[src/rtl/mem_stage_if.sv]
// Valid/ack data bus between the ME stage (master) and data memory (slave).
interface mem_stage_if;
    logic        bus_req;
    logic        bus_we;
    logic [31:0] bus_addr;
    logic [3:0]  bus_be;
    logic [31:0] bus_wdata;
    logic [31:0] bus_rdata;
    logic        bus_ack;

    modport master (
        output bus_req, bus_we, bus_addr, bus_be, bus_wdata,
        input  bus_rdata, bus_ack
    );

    modport slave (
        input  bus_req, bus_we, bus_addr, bus_be, bus_wdata,
        output bus_rdata, bus_ack
    );
endinterface

[src/rtl/mem_stage.sv]
// RV32I memory-access stage: sized loads/stores over a valid/ack bus,
// fault detection, ME/WB result register and upstream stall.
module mem_stage #(
    parameter int unsigned TIMEOUT = 255
) (
    input  logic        clk,
    input  logic        reset,
    input  logic        reg_w,
    input  logic [31:0] reg_data,
    input  logic [4:0]  rd,
    input  logic [2:0]  funct3,
    input  logic        mem_r,
    input  logic        mem_w,
    input  logic [31:0] mem_addr,
    input  logic [31:0] mem_data,
    output logic        stall,
    mem_stage_if.master bus,
    output logic        wb_reg_w,
    output logic [4:0]  wb_rd,
    output logic [31:0] wb_data,
    output logic        mem_fault
);

    localparam int unsigned CNT_W = (TIMEOUT > 1) ? $clog2(TIMEOUT) : 1;

    typedef enum logic {
        IDLE = 1'b0,
        BUS  = 1'b1
    } state_t;

    state_t             state;
    logic [CNT_W-1:0]   cnt;
    logic [1:0]         off_q;
    logic [2:0]         funct3_q;
    logic [4:0]         rd_q;
    logic               reg_w_q;

    logic               access;
    logic               is_byte;
    logic               is_half;
    logic               is_word;
    logic               bad_funct3;
    logic               misaligned;
    logic               fault;
    logic               timeout_hit;
    logic [3:0]         st_be;
    logic [31:0]        st_wdata;
    logic [7:0]         byte_lane;
    logic [15:0]        half_lane;
    logic [31:0]        ld_data;

    // Access decode and fault classification on the live EX_ME inputs
    always_comb begin
        access  = mem_r | mem_w;
        is_byte = (funct3[1:0] == 2'b00);
        is_half = (funct3[1:0] == 2'b01);
        is_word = (funct3 == 3'b010);
        case (funct3)
            3'b011, 3'b110, 3'b111: bad_funct3 = 1'b1;
            default:                bad_funct3 = 1'b0;
        endcase
        misaligned = (is_half && mem_addr[0]) || (is_word && (mem_addr[1:0] != 2'b00));
        fault      = access && (bad_funct3 || misaligned || (mem_r && mem_w));
    end

    // Store lane placement; loads always request the full word
    always_comb begin
        st_be    = 4'b1111;
        st_wdata = mem_data;
        if (mem_w) begin
            if (is_byte) begin
                st_be    = 4'b0001 << mem_addr[1:0];
                st_wdata = {4{mem_data[7:0]}};
            end else if (is_half) begin
                st_be    = mem_addr[1] ? 4'b1100 : 4'b0011;
                st_wdata = {2{mem_data[15:0]}};
            end
        end
    end

    // Load lane extraction from the latched offset and size
    always_comb begin
        case (off_q)
            2'd0:    byte_lane = bus.bus_rdata[7:0];
            2'd1:    byte_lane = bus.bus_rdata[15:8];
            2'd2:    byte_lane = bus.bus_rdata[23:16];
            default: byte_lane = bus.bus_rdata[31:24];
        endcase
        half_lane = off_q[1] ? bus.bus_rdata[31:16] : bus.bus_rdata[15:0];
        case (funct3_q)
            3'b000:  ld_data = {{24{byte_lane[7]}}, byte_lane};
            3'b100:  ld_data = {24'd0, byte_lane};
            3'b001:  ld_data = {{16{half_lane[15]}}, half_lane};
            3'b101:  ld_data = {16'd0, half_lane};
            default: ld_data = bus.bus_rdata;
        endcase
    end

    assign timeout_hit = (TIMEOUT != 0) && (cnt == CNT_W'(TIMEOUT - 1));

    // Hold upstream while an access is being issued or awaits its ack
    assign stall = (state == IDLE) ? (access && !fault)
                                   : (!bus.bus_ack && !timeout_hit);

    always_ff @(posedge clk or posedge reset) begin
        if (reset) begin
            state         <= IDLE;
            cnt           <= '0;
            off_q         <= 2'd0;
            funct3_q      <= 3'd0;
            rd_q          <= 5'd0;
            reg_w_q       <= 1'b0;
            bus.bus_req   <= 1'b0;
            bus.bus_we    <= 1'b0;
            bus.bus_addr  <= 32'd0;
            bus.bus_be    <= 4'd0;
            bus.bus_wdata <= 32'd0;
            wb_reg_w      <= 1'b0;
            wb_rd         <= 5'd0;
            wb_data       <= 32'd0;
            mem_fault     <= 1'b0;
        end else begin
            mem_fault <= 1'b0;
            case (state)
                IDLE: begin
                    if (!access) begin
                        wb_reg_w <= reg_w;
                        wb_rd    <= rd;
                        wb_data  <= reg_data;
                    end else if (fault) begin
                        mem_fault <= 1'b1;
                        wb_reg_w  <= 1'b0;
                    end else begin
                        off_q         <= mem_addr[1:0];
                        funct3_q      <= funct3;
                        rd_q          <= rd;
                        reg_w_q       <= reg_w;
                        bus.bus_req   <= 1'b1;
                        bus.bus_we    <= mem_w;
                        bus.bus_addr  <= {mem_addr[31:2], 2'b00};
                        bus.bus_be    <= st_be;
                        bus.bus_wdata <= st_wdata;
                        wb_reg_w      <= 1'b0;
                        cnt           <= '0;
                        state         <= BUS;
                    end
                end
                BUS: begin
                    if (bus.bus_ack) begin
                        bus.bus_req <= 1'b0;
                        wb_rd       <= rd_q;
                        wb_reg_w    <= reg_w_q & !bus.bus_we;
                        if (!bus.bus_we) begin
                            wb_data <= ld_data;
                        end
                        state       <= IDLE;
                    end else if (timeout_hit) begin
                        // Abort: the access is dropped without writeback
                        bus.bus_req <= 1'b0;
                        mem_fault   <= 1'b1;
                        wb_reg_w    <= 1'b0;
                        cnt         <= '0;
                        state       <= IDLE;
                    end else begin
                        wb_reg_w <= 1'b0;
                        cnt      <= cnt + CNT_W'(1);
                    end
                end
                default: state <= IDLE;
            endcase
        end
    end

endmodule

[src/flat_wrapper.sv]
// flat-port wrapper written by rule: the top's interface ports become plain ports
module mem_stage_flat 
#(
    parameter int unsigned TIMEOUT = 255
)
  (clk, reset, reg_w, reg_data, rd, funct3, mem_r, mem_w, mem_addr, mem_data, stall, wb_reg_w, wb_rd, wb_data, mem_fault, bus_bus_req, bus_bus_we, bus_bus_addr, bus_bus_be, bus_bus_wdata, bus_bus_rdata, bus_bus_ack);
  mem_stage_if bus_i ();
  input  logic clk;
  input  logic reset;
  input  logic reg_w;
  input  logic [31:0] reg_data;
  input  logic [4:0] rd;
  input  logic [2:0] funct3;
  input  logic mem_r;
  input  logic mem_w;
  input  logic [31:0] mem_addr;
  input  logic [31:0] mem_data;
  output logic stall;
  output logic wb_reg_w;
  output logic [4:0] wb_rd;
  output logic [31:0] wb_data;
  output logic mem_fault;
  output wire logic [$bits(bus_i.bus_req)-1:0] bus_bus_req;
  output wire logic [$bits(bus_i.bus_we)-1:0] bus_bus_we;
  output wire logic [$bits(bus_i.bus_addr)-1:0] bus_bus_addr;
  output wire logic [$bits(bus_i.bus_be)-1:0] bus_bus_be;
  output wire logic [$bits(bus_i.bus_wdata)-1:0] bus_bus_wdata;
  input wire logic [$bits(bus_i.bus_rdata)-1:0] bus_bus_rdata;
  input wire logic [$bits(bus_i.bus_ack)-1:0] bus_bus_ack;
  assign bus_bus_req = bus_i.bus_req;
  assign bus_bus_we = bus_i.bus_we;
  assign bus_bus_addr = bus_i.bus_addr;
  assign bus_bus_be = bus_i.bus_be;
  assign bus_bus_wdata = bus_i.bus_wdata;
  assign bus_i.bus_rdata = bus_bus_rdata;
  assign bus_i.bus_ack = bus_bus_ack;
  mem_stage #(.TIMEOUT(TIMEOUT)) u_core (.clk(clk), .reset(reset), .reg_w(reg_w), .reg_data(reg_data), .rd(rd), .funct3(funct3), .mem_r(mem_r), .mem_w(mem_w), .mem_addr(mem_addr), .mem_data(mem_data), .stall(stall), .bus(bus_i), .wb_reg_w(wb_reg_w), .wb_rd(wb_rd), .wb_data(wb_data), .mem_fault(mem_fault));
endmodule
[config.mk]
export PLATFORM = sky130hd
export DESIGN_NAME = mem_stage_flat
export DESIGN_NICKNAME = d
export VERILOG_FILES = /design/src/rtl/mem_stage_if.sv /design/src/rtl/mem_stage.sv /design/src/flat_wrapper.sv
export SDC_FILE = /design/constraint.sdc
export NUM_CORES = 1
export LEC_CHECK = 0
export ABC_CLOCK_PERIOD_IN_PS = 5300
export CAP_MARGIN = 5
export CORE_ASPECT_RATIO = 2
export CORE_MARGIN = 2
export CORE_UTILIZATION = 45
export CTS_BUF_LIST = sky130_fd_sc_hd__clkbuf_8
export DETAILED_ROUTE_END_ITERATION = 10
export HOLD_SLACK_MARGIN = 0.08
export MAX_ROUTING_LAYER = met4
export PLACE_DENSITY_LB_ADDON = 0.3
export SYNTH_ARGS = -nofsm -noshare
export SYNTH_HDL_FRONTEND = slang
export SYNTH_SLANG_ARGS = --single-unit
[constraint.sdc]
create_clock -name clk -period 5.3 [get_ports clk]
set_input_delay 1.06 -clock clk [delete_from_list [all_inputs] [get_ports clk]]
set_output_delay 1.06 -clock clk [all_outputs]
set_load 0.01 [all_outputs]
==> results.py, run 1 <==
metrics = {
    "yosys": {
        "netlist_top_cells_area": "dfrtp_1 51%, mux2_4 11%, mux2i_1 6.2%, nand2_1 4.3%, o21ai_0 3.4%",
        "syn_area_mm2": 0.00628,
        "ys.flop_type": "dfrtp_1",
        "synth_top_area_share_pct": 50.6,
        "ys_ff_latch": 127,
        "yosysTopAreaCell": "dfrtp_1",
        "synth_cells": 569,
        "synthArstFlopShare_pct": 100,
        "ys_warn_count": 0,
        "ys_seq_area_share_pct": 50.6,
        "synth.avg_cell_area_um2": 11.0,
        "synth_cell_types": 48,
        "synth_edf_count": 0,
    },
    "route": {
        "wl_per_cell_um": 18.4,
        "drt_iter0_drc": 192,
        "wl_met3_um": 1270,
        "top_layer_used": "met4",
        "met1_length_um": 7440,
        "routed_wl_um": 17900,
        "dr.pass1.iters": 4,
        "wl_met2_um": 8860,
        "vias_per_cell": 5.54,
        "route.detailed.drc": 0,
        "vias": 5387,
        "final_antenna_net_count": 0,
    },
    "layout": {
        "layout-drive-gt1-share_pct": 11.6,
        "register_area_mm2": 0.00318,
        "multiInputGateArea_mm2": 0.00284,
        "final_nets": 948,
        "area_growth_pct": 47.1,
        "diodes": 0,
        "fillers": 1069,
    },
    "sta": {
        "hold_viol_final": 0,
        "fmax_mhz": 251,
        "setup_viol_count_final": 0,
        "period_share_pct": 75.3,
        "whs_ps": 479,
        "min_period_ps": 3990,
        "rsz0062_at_grt": "no",
        "clock_skew_ps": 15.6,
        "tns_ps": 0,
        "drv_slew": 0,
        "worstMarginPinSlew_ps": 1210,
        "timing.slew.headroom_pct": 19.3,
    },
    "floorplanning": {
        "io_pins": 252,
        "die_w_um": 87.6,
        "num_rows": 61,
        "dieArea_mm2": 0.0150,
        "die_y_um": 171,
        "start_util_pct": 45.7,
        "coreArea_mm2": 0.0137,
    },
    "min_path": {
        "hp-class": "reg2reg",
    },
    "worst_setup_path": {
        "critical_path_required_ps": 4240,
        "cp-start-kind": "input pin",
        "crit_type": "in2out",
        "cp_max_fo": 14,
        "cp-end-kind": "output pin",
        "cp.arrival_ps": 2930,
    },
    "global_route": {
        "grt_max_degree": 93,
        "antenna_found_initial": 0,
        "grt_pass1_vias": 5389,
        "grt_pass1_wl_um": 27800,
        "track_usage_pct": 24.4,
        "grt-ovfl-total": 0,
    },
    "power": {
        "peakVddDrop_v": 0.000258,
        "powerDensity_mw_per_mm2": 435,
        "power.total_mw": 4.02,
        "p_leak_nw": 4.03,
    },
    "outcome": {
        "outcome": "complete, no violations",
    },
    "clocking": {
        "cts_max_level": 4,
        "cts_tree": "done",
        "cts-resized-gates": 0,
        "root_buffer": "clkbuf_8",
        "clkLatencyLatePin_ps": 440,
        "holdBufCountCts": 0,
        "clockBufferDepth": 2,
        "cts_buffers": 17,
        "clock-sinks": 127,
        "cts_setup_buffers": 0,
        "path_clk_slew_ps": 70,
    },
    "run": {
        "maxCapViolations": 0,
    },
    "place": {
        "place_hpwl_um": 12800,
        "portBuffers": 249,
        "routabilityCongestion": 0.834,
    },
}
-- cell usage in the layout (no fill, tap or decap), types with 3 or more instances in the layout --
cell             Yosys  layout
inv_1               11      11
nor2_1              24      23
bufinv_16            0       4
or3b_1               7       7
o21ai_0             43      43
nand2_1             72      72
o221ai_1             7       7
o211ai_1            25      25
nand2b_1             6       6
clkinv_4             0       3
and3_1               7       7
mux2_4              48      48
clkdlybuf4s50_1      0     249
nand3_1              5       5
o2bb2ai_1            5       5
or3_1                7       7
inv_6                0       3
buf_4                4       7
dfrtp_1            127     127
o21ai_1              5       5
a22oi_1             16      16
a31oi_1              3       3
a21oi_1             36      36
nor3_1               5       5
mux2i_1             39      39
clkbuf_8             0      18
-- power breakdown --
part,leakage (nW),internal (mW),switching (mW)
logic,2.27,0.921,0.642
registers,1.54,1.30,0.234
clock network,0.217,0.525,0.400
-- registers in the layout, summed over array words and instances (netlist names) --
name,cells
u_core.cnt,8
u_core.rd_q,5
u_core.wb_rd,5
u_core.off_q,2
u_core.mem_fault,1
u_core.wb_data,32
u_core.funct3_q,3
u_core.state,1
u_core.reg_w_q,1
u_core.bus.bus_req,1
u_core.bus.bus_be,4
u_core.bus.bus_wdata,32
u_core.bus.bus_we,1
u_core.bus.bus_addr,30
u_core.wb_reg_w,1
-- layout make-up --
| type | instances | share of cell area, % |
|---|---|---|
| Sequential cell | 127 | 34.4 |
| Multi-Input combinational cell | 391 | 30.7 |
| Timing Repair Buffer | 256 | 27.5 |
| Clock buffer | 18 | 2.68 |
| Tap cell | 157 | 2.13 |
| Clock inverter | 13 | 2.03 |
| Inverter | 11 | 0.501 |
-- Yosys cell counts, drive strengths merged, types with 2 or more instances --
master	n
and3	7
nand2	72
a22oi	16
clkbuf	16
mux2i	39
nor4	2
ha	2
nand2b	6
nor2	25
a22o	2
buf	25
a31oi	3
a21o	2
nand3	5
o211ai	25
a221oi	2
nor2b	2
and2	2
or3b	7
inv	11
o21ai	48
o221ai	7
nor3	6
a21oi	36
o31ai	2
dfrtp	127
or3	7
o2bb2ai	5
mux2	49
-- path summary, 6_finish.rpt --
kind / startpoint / end / slack [ps] / depth (start not counted)
max: funct3[0] / stall / 1310 / 6
min: u_core.bus.bus_wdata[29]$_DFFE_PP0P_ / u_core.bus.bus_wdata[29]$_DFFE_PP0P_ / 480 / 2
max reg2reg: u_core.state$_DFF_PP0_ / u_core.bus.bus_addr[31]$_DFFE_PP0P_ / 2280 / 5
min reg2reg: u_core.bus.bus_wdata[29]$_DFFE_PP0P_ / u_core.bus.bus_wdata[29]$_DFFE_PP0P_ / 480 / 2
max in group asynchronous: reset / u_core.wb_data[7]$_DFFE_PP0P_ / 3060 / 3
min in group asynchronous: reset / u_core.bus.bus_addr[11]$_DFFE_PP0P_ / 1150 / 2
-- kinds of logic after synthesis --
kind of cell,synth area share [%]
and+or+nand+nor,10.9
AOI/OAI and AO/OA,15.7
other,0.0597
adders and majority gates,0.398
DFF,50.6
buffers and inverters,4.38
xor gates and xnor gates,0.139
muxes,17.9
-- worst max-delay path, cell delays in order --
cell             delay, ps
clkdlybuf4s50_1        390
buf_4                  210
nor4_2                 310
o211ai_1               160
o21ai_0                200
clkdlybuf4s50_1        590
-- per-layer routing --
metal	vias to the layer above	global-route usage, %
li1	2511	-
met1	2610	30.2
met2	240	39.4
met3	26	5.60
met4	0	7.56
met5	-	-
-- metrics by stage --
step / instance area (um2) / instances / setup slack [ps] / utilization (%)
2_1_floorplan: 6290 / 570 / 856 / -
3_3_place_gp: 8810 / 942 / 1340 / 64.1
3_5_place_dp: 8810 / 942 / 1330 / 64.1
4_1_cts: 9240 / 973 / 1290 / 67.3
5_1_grt: 9240 / 973 / 1190 / 67.3
6_report: 9240 / 973 / 1310 / 67.3
(Power assumes the default switching activity.)
==> inputs of run 2 (changes only) <==
- ABC_CLOCK_PERIOD_IN_PS: 5300 -> 3900
- clock period: 5.3 -> 3.9 ns (I/O delays scaled with it)
==> run 2 against run 1 <==
  * Critical path depth is 1 lower
  * Die area stayed put
  * Largest power group unchanged
  * Worst setup slack worse by 750 ps
==> results.py, run 2 (synthesized netlist as in run 1, its figures left out) <==
metrics = {
    "clocking": {
        "cts_max_level": 4,
        "cts_tree": "done",
        "cts_setup_buffers": 0,
        "cts-resized-gates": 0,
        "root_buffer": "clkbuf_8",
        "cts_buffers": 17,
        "holdBufCountCts": 0,
        "clockBufferDepth": 2,
        "clock-sinks": 127,
        "path_clk_slew_ps": 70,
        "clkLatencyLatePin_ps": 440,
    },
    "sta": {
        "timing.slew.headroom_pct": 43.4,
        "drv_slew": 0,
        "min_period_ps": 3340,
        "fmax_mhz": 300,
        "rsz0062_at_grt": "no",
        "tns_ps": 0,
        "clock_skew_ps": 15.2,
        "setup_viol_count_final": 0,
        "whs_ps": 476,
        "hold_viol_final": 0,
        "period_share_pct": 85.5,
        "worstMarginPinSlew_ps": 849,
    },
    "global_route": {
        "grt_pass1_vias": 5382,
        "antenna_found_initial": 0,
        "track_usage_pct": 24.9,
        "grt_max_degree": 128,
        "grt_pass1_wl_um": 28100,
        "grt-ovfl-total": 0,
    },
    "power": {
        "power.share.clock_pct": 21.6,
        "seq_power_share_pct": 38.9,
        "power.total_mw": 5.38,
        "power_switching_mw": 1.75,
        "power.internal_mw": 3.62,
        "p_leak_nw": 4.03,
        "peakVddDrop_v": 0.000394,
        "powerDensity_mw_per_mm2": 582,
        "p_sw_share_pct": 32.6,
        "combPwrFrac_pct": 39.5,
    },
    "floorplanning": {
        "die_w_um": 87.6,
        "start_util_pct": 45.7,
        "coreArea_mm2": 0.0137,
        "die_y_um": 171,
        "io_pins": 252,
        "dieArea_mm2": 0.0150,
        "num_rows": 61,
    },
    "route": {
        "routed_wl_um": 18000,
        "route.detailed.drc": 0,
        "vias_per_cell": 5.45,
        "vias": 5317,
        "final_antenna_net_count": 0,
        "wl_per_cell_um": 18.5,
        "drt_iter0_drc": 237,
        "dr.pass1.iters": 5,
    },
    "layout": {
        "final_cell_mix": "249 x clkdlybuf4s50_1, 127 x dfrtp_1, 72 x nand2_1",
        "diodes": 0,
        "final_common_cell": "clkdlybuf4s50_1",
        "register_area_mm2": 0.00318,
        "largestRegisters": "u_core.bus.bus_wdata x32, u_core.wb_data x32, u_core.bus.bus_addr x30",
        "layout-drive-gt1-share_pct": 12.0,
        "multiInputGateArea_mm2": 0.00284,
        "fin_util_pct": 67.3,
        "fillers": 1062,
        "area_growth_pct": 47.2,
        "final_nets": 950,
    },
    "place": {
        "place_hpwl_um": 12900,
        "portBuffers": 249,
        "routabilityCongestion": 0.895,
    },
    "run": {
        "maxCapViolations": 0,
    },
    "min_path": {
        "hp-class": "reg2reg",
    },
    "worst_setup_path": {
        "crit_type": "in2out",
        "cp-end-kind": "output pin",
        "cp.arrival_ps": 2560,
        "cp-start-kind": "input pin",
        "critical_path_required_ps": 3120,
        "cp_max_fo": 5,
    },
    "outcome": {
        "outcome": "complete, no violations",
    },
}
run 2: cell count changes in the layout (fill, tap and decap cells not counted), sizes merged:
cell	previous run	this run
buf	7	9
inv	14	13
clkbuf	18	19
clkinvlp	2	5
bufinv	4	2
run 2: worst max-delay path, cell delays in order:
cell             delay [ps]
clkdlybuf4s50_1         500
nor4_2                  350
o211ai_1                200
o21ai_0                 150
clkdlybuf4s50_1         590
run 2: path summary, 6_finish.rpt:
| path | slack, ps | start | cells past startpoint | end |
|---|---|---|---|---|
| max | 560 | mem_addr[0] | 5 | stall |
| min | 480 | u_core.bus.bus_wdata[25]$_DFFE_PP0P_ | 2 | u_core.bus.bus_wdata[25]$_DFFE_PP0P_ |
| max reg2reg | 1600 | u_core.off_q[1]$_DFFE_PP0P_ | 4 | u_core.wb_data[28]$_DFFE_PP0P_ |
| min reg2reg | 480 | u_core.bus.bus_wdata[25]$_DFFE_PP0P_ | 2 | u_core.bus.bus_wdata[25]$_DFFE_PP0P_ |
| max in group asynchronous | 2460 | reset | 3 | u_core.bus.bus_wdata[25]$_DFFE_PP0P_ |
| min in group asynchronous | 860 | reset | 3 | u_core.mem_fault$_DFF_PP0_ |
run 2: cell type report:
class	instances	area share [%]
clock buffer	19	2.83
clock inverter	13	1.50
inverter	11	0.487
multi-input combinational	391	30.7
sequential	127	34.4
tap	157	2.12
timing repair buffer	258	28.0
run 2: stage by stage:
step	setup slack, ps	cell area [um2]	cells
CTS	540	9250	976
detailed placement	560	8840	944
global route	474	9250	976
finish	564	9250	976
global placement	603	8840	944
floorplan	1310	6290	570
run 2: power by group through the flow:
stage / combinational [mW] / clock, mW / sequential, mW
after global routing: 2.30 / 1.24 / 2.15
after CTS: 2.15 / 1.19 / 2.09
after floorplan: 0.855 / 0 / 2.22
final: 2.13 / 1.16 / 2.09
after global placement: 2.10 / 0 / 2.10
after detailed placement: 2.14 / 0 / 2.11
run 2: metal layers:
metal | vias to the layer above | track usage [%] | part of all wire (%)
met5 | - | - | 0
met4 | 0 | 10.7 | 3.3
met3 | 33 | 6.56 | 7.7
met2 | 247 | 37.8 | 47
met1 | 2517 | 31.2 | 42
li1 | 2520 | - | -
==> patch: new RTL, config.mk and constraints of run 2 <==
`TIMEOUT` is set to 255 in 2 places; all go to 510.
--- a/src/rtl/mem_stage.sv
+++ b/src/rtl/mem_stage.sv
@@ -1,7 +1,7 @@
 // RV32I memory-access stage: sized loads/stores over a valid/ack bus,
 // fault detection, ME/WB result register and upstream stall.
 module mem_stage #(
-    parameter int unsigned TIMEOUT = 255
+    parameter int unsigned TIMEOUT = 510
 ) (
     input  logic        clk,
     input  logic        reset,
--- a/src/flat_wrapper.sv
+++ b/src/flat_wrapper.sv
@@ -1,7 +1,7 @@
 // flat-port wrapper written by rule: the top's interface ports become plain ports
 module mem_stage_flat 
 #(
-    parameter int unsigned TIMEOUT = 255
+    parameter int unsigned TIMEOUT = 510
 )
   (clk, reset, reg_w, reg_data, rd, funct3, mem_r, mem_w, mem_addr, mem_data, stall, wb_reg_w, wb_rd, wb_data, mem_fault, bus_bus_req, bus_bus_we, bus_bus_addr, bus_bus_be, bus_bus_wdata, bus_bus_rdata, bus_bus_ack);
   mem_stage_if bus_i ();
Behaviour: same outputs for any inputs over 4 cycles, from zero or initial values and one cycle with reset high; that may be too few to reach the edited logic, so the function may still have changed.
==> patch against run 2 <==
- area after synthesis fell by 2.2%
- die area fell by 2.1%
- worst setup slack got worse by 0.047 ns
- total power rose by 1.0%
- global-route usage rose by 2.2 points
- clock power rose by 16%
- count of clock-buffer cells in the layout fell by 1
- routed wire length rose by 5.2%
- sequential cell count rose by 1
- non-clock buffer count rose by 2
- cell area fell by 0.45%
- critical path depth did not move
- sequential share of layout area rose by 0.43 points
- largest cell class unchanged
==> patch: results <==
[logic_synthesis]
synth_cell_type_count = 51
synthTopCellsByArea = dfrtp_1 (52%), mux2_2 (8.1%), mux2i_1 (6.2%)
synth_commonest_cells = dfrtp_1 (128), nand2_1 (73), o21ai_0 (47)
yosysSeqAreaShare_pct = 52.1

[global_routing]
grt_pass1_vias = 5894
grt_max_degree = 129
grt_pass1_wl_um = 29800
grt_usage_pct = 27.1

[power_and_ir_drop]
ir_worst_vdd_v = 0.000453

[worst_setup_path]
worst_path_max_delay_cell = clkdlybuf4s50_1
arrival_ns = 2.60
reg2regPathDepth = 5
timing.rr.start = u_core.state

[layout]
final_cells = 981
nets = 958
drive_gt1_share_pct = 13.0

[sta]
fin_skew_ns = 0.0157

[drt]
wl_per_cell_um = 19.3
dr_total_vias = 5474
firstDrtPassIters = 4
drt_iter0_drc = 266

[placed_design]
post-place-cells = 950
gp_congestion = 0.933

[run_status]
outcome = finished clean

[hold_path]
hp-start = u_core.bus.bus_wdata[27]
patch: cell types whose count changed after synthesis, sizes merged, moves of 2 or more:
cell     before  now
nor2         25   28
o211ai       25   27
a31oi         3    0
a211o         0    2
nor3          6    9
inv          11    9
nand4         1    3
a2bb2oi       0    2
buf          25   27
clkbuf       16   14
o2bb2ai       5    1
patch: cells by family after synthesis:
family / count (synthesis) / share of synthesized area, %
compound gates: 153 / 16.0
simple gates: 152 / 11.8
flops: 128 / 52.1
mux: 87 / 15.5
buf+inv: 51 / 3.95
fa+ha+maj: 2 / 0.407
other cells: 1 / 0.0610
xor+xnor: 1 / 0.143
patch: per-stage QoR:
stage | worst slack (ns) | utilization [%] | total power (uW) | hold slack [ns]
after floorplan | 1.28 | - | 2930 | 0.467
after global placement | 0.435 | 65.4 | 4050 | 0.463
after detailed placement | 0.341 | 65.4 | 4130 | 0.471
after CTS | 0.485 | 68.9 | 5480 | 0.489
after global routing | 0.369 | 68.9 | 5720 | 0.515
final | 0.516 | 68.9 | 5430 | 0.485
patch: layer usage:
layer / vias up / wire [um] / global-route usage, %
li1: 2545 / - / -
met1: 2622 / 6470 / 26.7
met2: 257 / 10400 / 48.4
met3: 50 / 1260 / 6.32
met4: 0 / 815 / 13.5
met5: - / 0 / -
patch: worst max-delay path by stage:
stage	end	slack (ns)	start	cells past startpoint
3_5_place_dp	u_core.bus.bus_wdata[4]	0.34	funct3[0]	6
5_1_grt	stall	0.37	bus_bus_ack	4
4_1_cts	stall	0.49	bus_bus_ack	4
3_3_place_gp	u_core.bus.bus_addr[4]	0.44	funct3[0]	6
6_report	stall	0.52	mem_addr[0]	5
2_1_floorplan	stall	1.28	funct3[0]	6
patch: area by class of cell:
class | instances | area (um2)
well taps | 155 | 194
fillers | 1038 | 4160
repair buffers | 260 | 2590
multi-input cells | 397 | 2720
flip-flops and latches | 128 | 3200
inverters | 10 | 41.3
clock buffers | 18 | 248
clock inverters | 13 | 211
patch: power breakdown:
| group | internal [uW] | switching [uW] | total (uW) |
|---|---|---|---|
| logic | 1160 | 878 | 2040 |
| registers | 1760 | 302 | 2060 |
| clock network | 779 | 557 | 1340 |
patch: tightest hold or removal path, stage by stage (launching register included):
cell	delay, ns
dfrtp_1	0.35
nand2_1	0.05
o21ai_0	0.06
